**config.mk**
```make
export PLATFORM = sky130hd
export DESIGN_NAME = frag_queue_reader
export DESIGN_NICKNAME = d
export VERILOG_FILES = /design/src/rtl/frag_queue_reader.sv
export SDC_FILE = /design/constraint.sdc
export NUM_CORES = 1
export LEC_CHECK = 0
export ABC_AREA = 1
export CAP_MARGIN = 10
export CELL_PAD_IN_SITES_DETAIL_PLACEMENT = 1
export CELL_PAD_IN_SITES_GLOBAL_PLACEMENT = 1
export CORE_ASPECT_RATIO = 1.1
export CORE_MARGIN = 8
export CORE_UTILIZATION = 28
export DETAILED_ROUTE_END_ITERATION = 7
export HOLD_SLACK_MARGIN = 0.12
export PLACE_DENSITY_LB_ADDON = 0.25
export SYNTH_ARGS = -nofsm -noshare
export SYNTH_HDL_FRONTEND = slang
export SYNTH_SLANG_ARGS = --single-unit
```
**constraint.sdc**
```tcl
create_clock -name i_clk -period 2.24 [get_ports i_clk]
set_input_delay 0.224 -clock i_clk [delete_from_list [all_inputs] [get_ports i_clk]]
set_output_delay 0.224 -clock i_clk [all_outputs]
set_load 0.01 [all_outputs]
```
**src/rtl/frag_queue_reader.sv**
```systemverilog
// frag_queue_reader: walks a queue's RAM region one fragment at a time and hands each bufid downstream
module frag_queue_reader #(
  parameter int QUEUE_NUM = 32,
  parameter int DEPTH_W = 4,
  parameter int BUFID_W = 9,
  parameter int RD_LAT = 2,
  parameter int ARB_MODE = 0,
  localparam int QID_W = $clog2(QUEUE_NUM)
) (
  input  logic                     i_clk,
  input  logic                     i_rst,
  input  logic [QUEUE_NUM-1:0]     iv_queue_empty,
  output logic                     o_queue_ram_rd,
  output logic [QID_W+DEPTH_W-1:0] ov_queue_ram_raddr,
  input  logic [BUFID_W:0]         iv_queue_ram_rdata,
  output logic [BUFID_W-1:0]       ov_bufid,
  output logic                     o_bufid_wr,
  input  logic                     i_pkt_last_cycle_valid,
  output logic [QID_W-1:0]         ov_queue_id_free,
  output logic                     o_queue_id_free_wr,
  output logic                     o_frag_err,
  output logic                     o_busy
);
  typedef enum logic [2:0] {S_IDLE, S_READ, S_WAIT, S_GET, S_TRANS} state_t;
  state_t state, state_n;
  logic [QID_W-1:0] qid, qid_n, rr_ptr, rr_ptr_n, sel, base, free_n;
  logic [DEPTH_W-1:0] idx, idx_n;
  logic [1:0] cnt, cnt_n;
  logic ended, ended_n, any, last, lat_done;
  logic rd_n, bufid_wr_n, free_wr_n, err_n;
  logic [BUFID_W-1:0] bufid_n;
  logic [QID_W+DEPTH_W-1:0] raddr_n;
  assign any = ~&iv_queue_empty;
  assign last = iv_queue_ram_rdata[BUFID_W] | &idx;
  assign lat_done = cnt == 2'(RD_LAT - 1);
  assign o_busy = state != S_IDLE;
  // descending scan so the smallest offset from base wins
  always_comb begin
    base = ARB_MODE == 1 ? rr_ptr : '0;
    sel = '0;
    for (int i = QUEUE_NUM - 1; i >= 0; i--)
      if (!iv_queue_empty[base + QID_W'(i)]) sel = base + QID_W'(i);
  end
  always_comb begin
    state_n = state;
    qid_n = qid;
    idx_n = idx;
    cnt_n = cnt;
    ended_n = ended;
    rr_ptr_n = rr_ptr;
    rd_n = 1'b0;
    bufid_n = '0;
    bufid_wr_n = 1'b0;
    free_n = '0;
    free_wr_n = 1'b0;
    err_n = 1'b0;
    case (state)
      S_IDLE: if (any) begin
        qid_n = sel;
        idx_n = '0;
        rd_n = 1'b1;
        state_n = S_WAIT;
      end
      S_READ: begin
        idx_n = idx + DEPTH_W'(1);
        rd_n = 1'b1;
        state_n = S_WAIT;
      end
      S_WAIT: begin
        cnt_n = lat_done ? '0 : cnt + 2'd1;
        state_n = lat_done ? S_GET : S_WAIT;
      end
      S_GET: begin
        bufid_n = iv_queue_ram_rdata[BUFID_W-1:0];
        bufid_wr_n = 1'b1;
        ended_n = last;
        free_wr_n = last;
        free_n = last ? qid : '0;
        err_n = !iv_queue_ram_rdata[BUFID_W] && &idx;
        rr_ptr_n = last ? qid + QID_W'(1) : rr_ptr;
        state_n = S_TRANS;
      end
      S_TRANS: if (i_pkt_last_cycle_valid) state_n = ended ? S_IDLE : S_READ;
      default: state_n = S_IDLE;
    endcase
    raddr_n = rd_n ? {qid_n, idx_n} : '0;
  end
  always_ff @(posedge i_clk) begin
    if (i_rst) begin
      state <= S_IDLE;
      qid <= '0;
      idx <= '0;
      cnt <= '0;
      ended <= 1'b0;
      rr_ptr <= '0;
      o_queue_ram_rd <= 1'b0;
      ov_queue_ram_raddr <= '0;
      ov_bufid <= '0;
      o_bufid_wr <= 1'b0;
      ov_queue_id_free <= '0;
      o_queue_id_free_wr <= 1'b0;
      o_frag_err <= 1'b0;
    end else begin
      state <= state_n;
      qid <= qid_n;
      idx <= idx_n;
      cnt <= cnt_n;
      ended <= ended_n;
      rr_ptr <= rr_ptr_n;
      o_queue_ram_rd <= rd_n;
      ov_queue_ram_raddr <= raddr_n;
      ov_bufid <= bufid_n;
      o_bufid_wr <= bufid_wr_n;
      ov_queue_id_free <= free_n;
      o_queue_id_free_wr <= free_wr_n;
      o_frag_err <= err_n;
    end
  end
endmodule
```
==> impl_metrics.yaml, run 1 <==
clock_tree:
  clk_pin_slew_worst_paths_ns: 0.08
  cts_tree: "yes"
  clockBufferDepth: 2
  clock-sinks: 42
  insertion_delay_ns: 0.29
  root_buffer: "clkbuf_8"
  ctsHoldBuffers: 0
  htree_levels: 2
  cts_setup_buffers: 0
  cts_buffers: 5
layout:
  multi_input_area_um2: 674
  final_core_util: 0.467
  fill_cells: 748
  drive_above_1_share: 0.0719
  fin_area_mm2: 0.00271
  n_antenna_cell: 0
  nets: 379
  syn_to_final_growth_pct: 60.9
  seqCellArea_um2: 841
yosys:
  synthTopCellsByArea: "dfxtp_1 50%, nand2_1 14%, nor2_1 11%, inv_1 9.8%, o21ai_0 3.0%"
  syn_nets: 290
  syn_inst: 244
  synth-main-ff-cell: "dfxtp_1"
  ys_seq_elements: 42
  async_reset_ff_frac: 0
  synthesis.area_mm2: 0.00169
  synth.avg_cell_area_um2: 6.91
  yosysTopAreaCellShare: 0.499
  synth_edf_count: 0
  yosysTopAreaCell: "dfxtp_1"
  ys_top_cells_by_count: "64 x nand2_1, 49 x nor2_1, 44 x inv_1, 42 x dfxtp_1, 10 x o21ai_0"
  ys_seq_area_frac: 0.499
  yosysMostFrequentCell: "nand2_1"
  yosys_warnings: 0
  synthDistinctLibCells: 21
worst_hold_path:
  hold_path_end: "ov_queue_id_free[3]"
  hp-start: "qid[3]"
  min_path_type: "reg2reg"
  hold_depth: 2
placed_design:
  place_congestion: 0.744
  port_buffers: 72
  dp_slack_ns: -0.229
  hpwl_mm: 4.13
  post_dp_cell_area_mm2: 0.00258
global_routing:
  grt_max_degree: 14
  grt_antenna_before_repair: 0
  grt_overflow_total: 0
  grtUsageTotal: 0.115
  grt_pass1_vias: 1920
  grt_first_pass_wirelength_mm: 8.45
timing:
  setup_viol: 0
  hold_viol: 0
  period_needed_ns: 1.92
  worstMarginPinSlew_ns: 0.369
  rsz0062_at_grt: "false"
  fmax_ghz: 0.520
  timing.final.crit_share: 0.859
  layout_setup_ws_ns: 0.316
  slew_headroom: 0.753
  skew_ns: 0.00997
  drv_slew: 0
  worst_hold_slack_ns: 0.432
critical_path:
  end_kind: "flop"
  r2r_slack_ns: 0.78
  r2r-end: "idx[2]"
  crit_slowest_cell: "clkdlybuf4s50_1"
  crit_family: "buffers and inverters"
  cp-start-kind: "input port"
  crit_chain: "clkdlybuf4s50_1 -> nand4_1 -> nor2_1 -> inv_1 -> nor4_1 -> buf_4 -> nand2_1 -> nand2_2 -> inv_1 -> nor2_2 -> nor2_1 -> inv_1 -> nor2_1"
  crit_type: "in2reg"
  r2r_cells: 9
  arrival_ns: 2.10
  max_stage_delay_ns: 0.50
  worstPathRequired_ns: 2.42
  cp_max_fo: 7
  cp.buffers_inverters: 5
  rr_startpoint: "state[2]"
power:
  ir_drop_mv: 0.343
  powerDensity_mw_per_mm2: 579
  power_leakage_uw: 0.00127
  total_power_uw: 1570
routing:
  post_drt_via_cell_ratio: 4.36
  detail_route.wl_per_cell_um: 11.6
  drc: 0
  firstDrtPassIters: 4
  drtIter0Drc: 71
  routed_wl_mm: 4.79
  met1Wirelength_mm: 2.14
  vias: 1790
  dr.max_layer_used: "met4"
  met3_length_um: 265
  wl_met2_mm: 2.28
  postRouteAntennaNets: 0
die:
  die_h_um: 97.4
  core_area_mm2: 0.00581
  ios: 73
  die_w_um: 90.0
  initial_core_util: 0.290
  die_area_mm2: 0.00876
  rows: 29
run:
  cap_violations: 0
outcome:
  status: "complete, no violations"
## registers in the layout (all words and copies together), names as in the netlist
register and count:
ov_bufid 9, idx 4, ov_queue_ram_raddr 9, ended 1
o_queue_ram_rd 1, o_bufid_wr 1, o_frag_err 1, ov_queue_id_free 5
o_queue_id_free_wr 1, cnt 2, state 3, qid 5
## metal layers
layer,global-route usage,vias up
met4,0.0615,0
met5,0,-
met1,0.128,804
met2,0.194,61
met3,0.0340,6
li1,-,919
## repair_timing
| action | in CTS | in global routing |
|---|---|---|
| gates resized for setup | 0 | 7 |
| endpoints found under the setup margin | 0 | 11 |
| endpoints found under the hold margin | 0 | 0 |
## logic make-up after synthesis
group | Yosys count | share of synthesized area
adders and majority gates | 1 | 0.00742
AOI/OAI and AO/OA | 24 | 0.0787
DFF | 42 | 0.499
and+or+nand+nor | 131 | 0.313
buffers and inverters | 46 | 0.102
## report_power, final
part | switching (uW) | internal [uW] | leakage, uW
sequential | 6.71 | 762 | 0.000340
combinational | 100 | 127 | 0.000873
clock | 247 | 328 | 0.0000579
## through the flow
step | setup TNS, ns | cells
2_1_floorplan | 0 | 244
3_3_place_gp | -1.53 | 403
3_5_place_dp | -1.99 | 403
4_1_cts | 0 | 411
5_1_grt | 0 | 411
6_report | 0 | 411
## tightest hold or removal path, delay by kind of cell (launching register included)
kind                   cells  cell delay (ns)
AND/OR/NAND/NOR            1             0.03
flip-flops                 1             0.32
buffers and inverters      1             0.05
## final cells by class
class / count / share of cell area
Sequential cell: 42 / 0.310
Timing Repair Buffer: 84 / 0.305
Multi-Input combinational cell: 156 / 0.249
Inverter: 44 / 0.0609
Tap cell: 77 / 0.0355
Clock buffer: 5 / 0.0254
Clock inverter: 3 / 0.0148
## cell usage in the layout, fill, tap and decap left out, types with 2 or more instances in the layout
cell,count
dlymetal6s2s_1,6
a21oi_1,7
a31oi_1,2
clkdlybuf4s50_1,66
clkbuf_8,5
dfxtp_1,42
o21ai_0,10
inv_1,44
nand2_1,64
nor3_1,2
nand3_1,7
nor4_1,2
clkinv_2,2
or2_2,2
nor2_1,48
nand4_1,3
buf_4,12
## how the worst max path moves through the flow
stage / startpoint / depth (start not counted) / slack (ns) / to
after detailed placement: iv_queue_empty[30] / 33 / -0.23 / qid[0]
final: iv_queue_empty[25] / 13 / 0.32 / ov_queue_ram_raddr[6]
after global routing: iv_queue_empty[24] / 28 / 0.06 / ov_queue_ram_raddr[4]
after CTS: iv_queue_empty[30] / 33 / 0.06 / qid[0]
after floorplan: iv_queue_empty[31] / 33 / 0.51 / qid[0]
after global placement: iv_queue_empty[31] / 14 / -0.17 / ov_queue_ram_raddr[6]
No activity file was read; power rests on OpenSTA's default activity.
==> run 2: changes to the inputs <==
CORE_ASPECT_RATIO = unset   (was 1.1)
==> run 2 against run 1 <==
- global-route usage hardly changed
- largest cell class unchanged
- critical path depth is 1 lower
- die area hardly changed
- setup slack better by 0.027 ns
- sequential power hardly changed
- highest routed layer unchanged
- maximum frequency is 1.4% higher
==> impl_metrics.yaml, run 2 (same netlist as run 1, synthesis figures left out) <==
worst_hold_path:
  min_path_type: "reg2reg"
  hold_depth: 2
  hp-start: "cnt[1]"
  hold_path_end: "cnt[1]"
clock_tree:
  clockBufferDepth: 2
  root_buffer: "clkbuf_8"
  cts_tree: "yes"
  insertion_delay_ns: 0.29
  clock-sinks: 42
  clk_pin_slew_worst_paths_ns: 0.08
  htree_levels: 2
  cts_buffers: 5
power:
  power_leakage_uw: 0.00128
  total_power_uw: 1550
  powerDensity_mw_per_mm2: 575
  ir_drop_mv: 0.366
die:
  die_w_um: 93.6
  ios: 73
  die_area_mm2: 0.00876
  rows: 28
  initial_core_util: 0.286
  core_area_mm2: 0.00589
  die_h_um: 93.6
layout:
  top_regs: "ov_bufid x9, ov_queue_ram_raddr x9"
  final_cell_mix: "64 x nand2_1, 64 x clkdlybuf4s50_1, 49 x nor2_1"
  drive_above_1_share: 0.0663
  nets: 377
  n_antenna_cell: 0
  syn_to_final_growth_pct: 60.1
critical_path:
  end_kind: "flop"
  r2r_slack_ns: 0.76
  cp.buffers_inverters: 5
  crit_slowest_cell: "clkdlybuf4s50_1"
  cp_max_fo: 3
  r2r_cells: 11
  cp.depth: 12
  r2r-end: "ov_queue_ram_raddr[0]"
  crit_chain: "clkdlybuf4s50_1 -> nand4_1 -> nor4_1 -> buf_4 -> nand2_1 -> nand2_2 -> inv_1 -> nor2_1 -> inv_1 -> o21ai_1 -> nand2_1 -> inv_1"
  worstSetupStartpoint: "iv_queue_empty[20]"
  critPathMostFrequentCell: "inv_1"
  arrival_ns: 2.13
  rr_startpoint: "state[2]"
  crit_type: "in2reg"
  worstPathRequired_ns: 2.48
  cp-start-kind: "input port"
  max_stage_delay_ns: 0.51
  crit_family: "buffers and inverters"
timing:
  drv_slew: 0
  slew_headroom: 0.767
  skew_ns: 0.00381
  rsz0062_at_grt: "false"
  timing.final.crit_share: 0.847
  worstMarginPinSlew_ns: 0.350
  setup_tns_ns: 0
  fmax_ghz: 0.527
  hold_viol: 0
  setup_viol: 0
  layout_setup_ws_ns: 0.344
  period_needed_ns: 1.90
global_routing:
  grtUsageTotal: 0.115
  grt_first_pass_wirelength_mm: 8.25
  grt_pass1_vias: 1910
  grt_overflow_total: 0
  grt_antenna_before_repair: 0
  grt_max_degree: 13
placed_design:
  hpwl_mm: 4.12
  place_congestion: 0.729
  dp_slack_ns: -0.289
  port_buffers: 72
routing:
  postRouteAntennaNets: 0
  firstDrtPassIters: 3
  detail_route.wl_per_cell_um: 11.9
  vias: 1754
  post_drt_via_cell_ratio: 4.31
  drc: 0
  routed_wl_mm: 4.86
  drtIter0Drc: 30
outcome:
  status: "complete, no violations"
run:
  cap_violations: 0
## run 2: cell types whose count changed in the layout (fill, tap and decap cells not counted), sizes merged
| cell | delta |
|---|---|
| buf | -2 |
| bufinv | -1 |
| clkbuf | +3 |
| clkdlybuf4s50 | -2 |
| clkinv | -2 |
| dlymetal6s2s | +2 |
## run 2: area by class of cell
class,count,area (um2)
Sequential cell,42,841
Inverter,44,165
Tap cell,75,93.8
Multi-Input combinational cell,156,672
Timing Repair Buffer,82,816
Clock buffer,8,110
Fill cell,753,3190
## run 2: worst max-delay path by stage
stage	endpoint	slack [ns]
2_1_floorplan	qid[0]	0.51
3_3_place_gp	ov_queue_ram_raddr[4]	-0.18
3_5_place_dp	ov_queue_ram_raddr[4]	-0.29
4_1_cts	ov_queue_ram_raddr[4]	0.008
5_1_grt	ov_queue_ram_raddr[4]	0.01
6_report	ov_queue_ram_raddr[1]	0.34
## run 2: worst register-to-register path: cells and delay by family, from the launching register on
family	cells	cell delay, ns
DFF	1	0.35
AOI/OAI and AO/OA	1	0.13
and+or+nand+nor	5	0.48
buffers and inverters	5	0.43
## run 2: metal layers
metal	track usage	routed length, um	up-vias
li1	-	-	913
met1	0.126	2150	776
met2	0.201	2270	59
met3	0.0329	353	6
met4	0.0528	86	0
met5	0	0	-
## run 2: timing repair
action                     in CTS  in global routing
setup endpoints to repair       0                 11
setup buffers                   0                  0
resized for setup               0                  9
hold buffers                    0                  0
## run 2: stage by stage
stage	cells	area, um2	util	hold WS [ns]
3_3_place_gp	399	2570	0.436	0.419
3_5_place_dp	399	2570	0.436	0.424
2_1_floorplan	244	1690	-	0.301
6_report	407	2700	0.458	0.434
5_1_grt	407	2700	0.458	0.450
4_1_cts	407	2680	0.455	0.437
## run 2: power breakdown
group / internal, uW / switching (uW) / total, uW
registers: 762 / 7.15 / 769
clock network: 311 / 243 / 554
logic: 125 / 102 / 227
total: 1200 / 352 / 1550
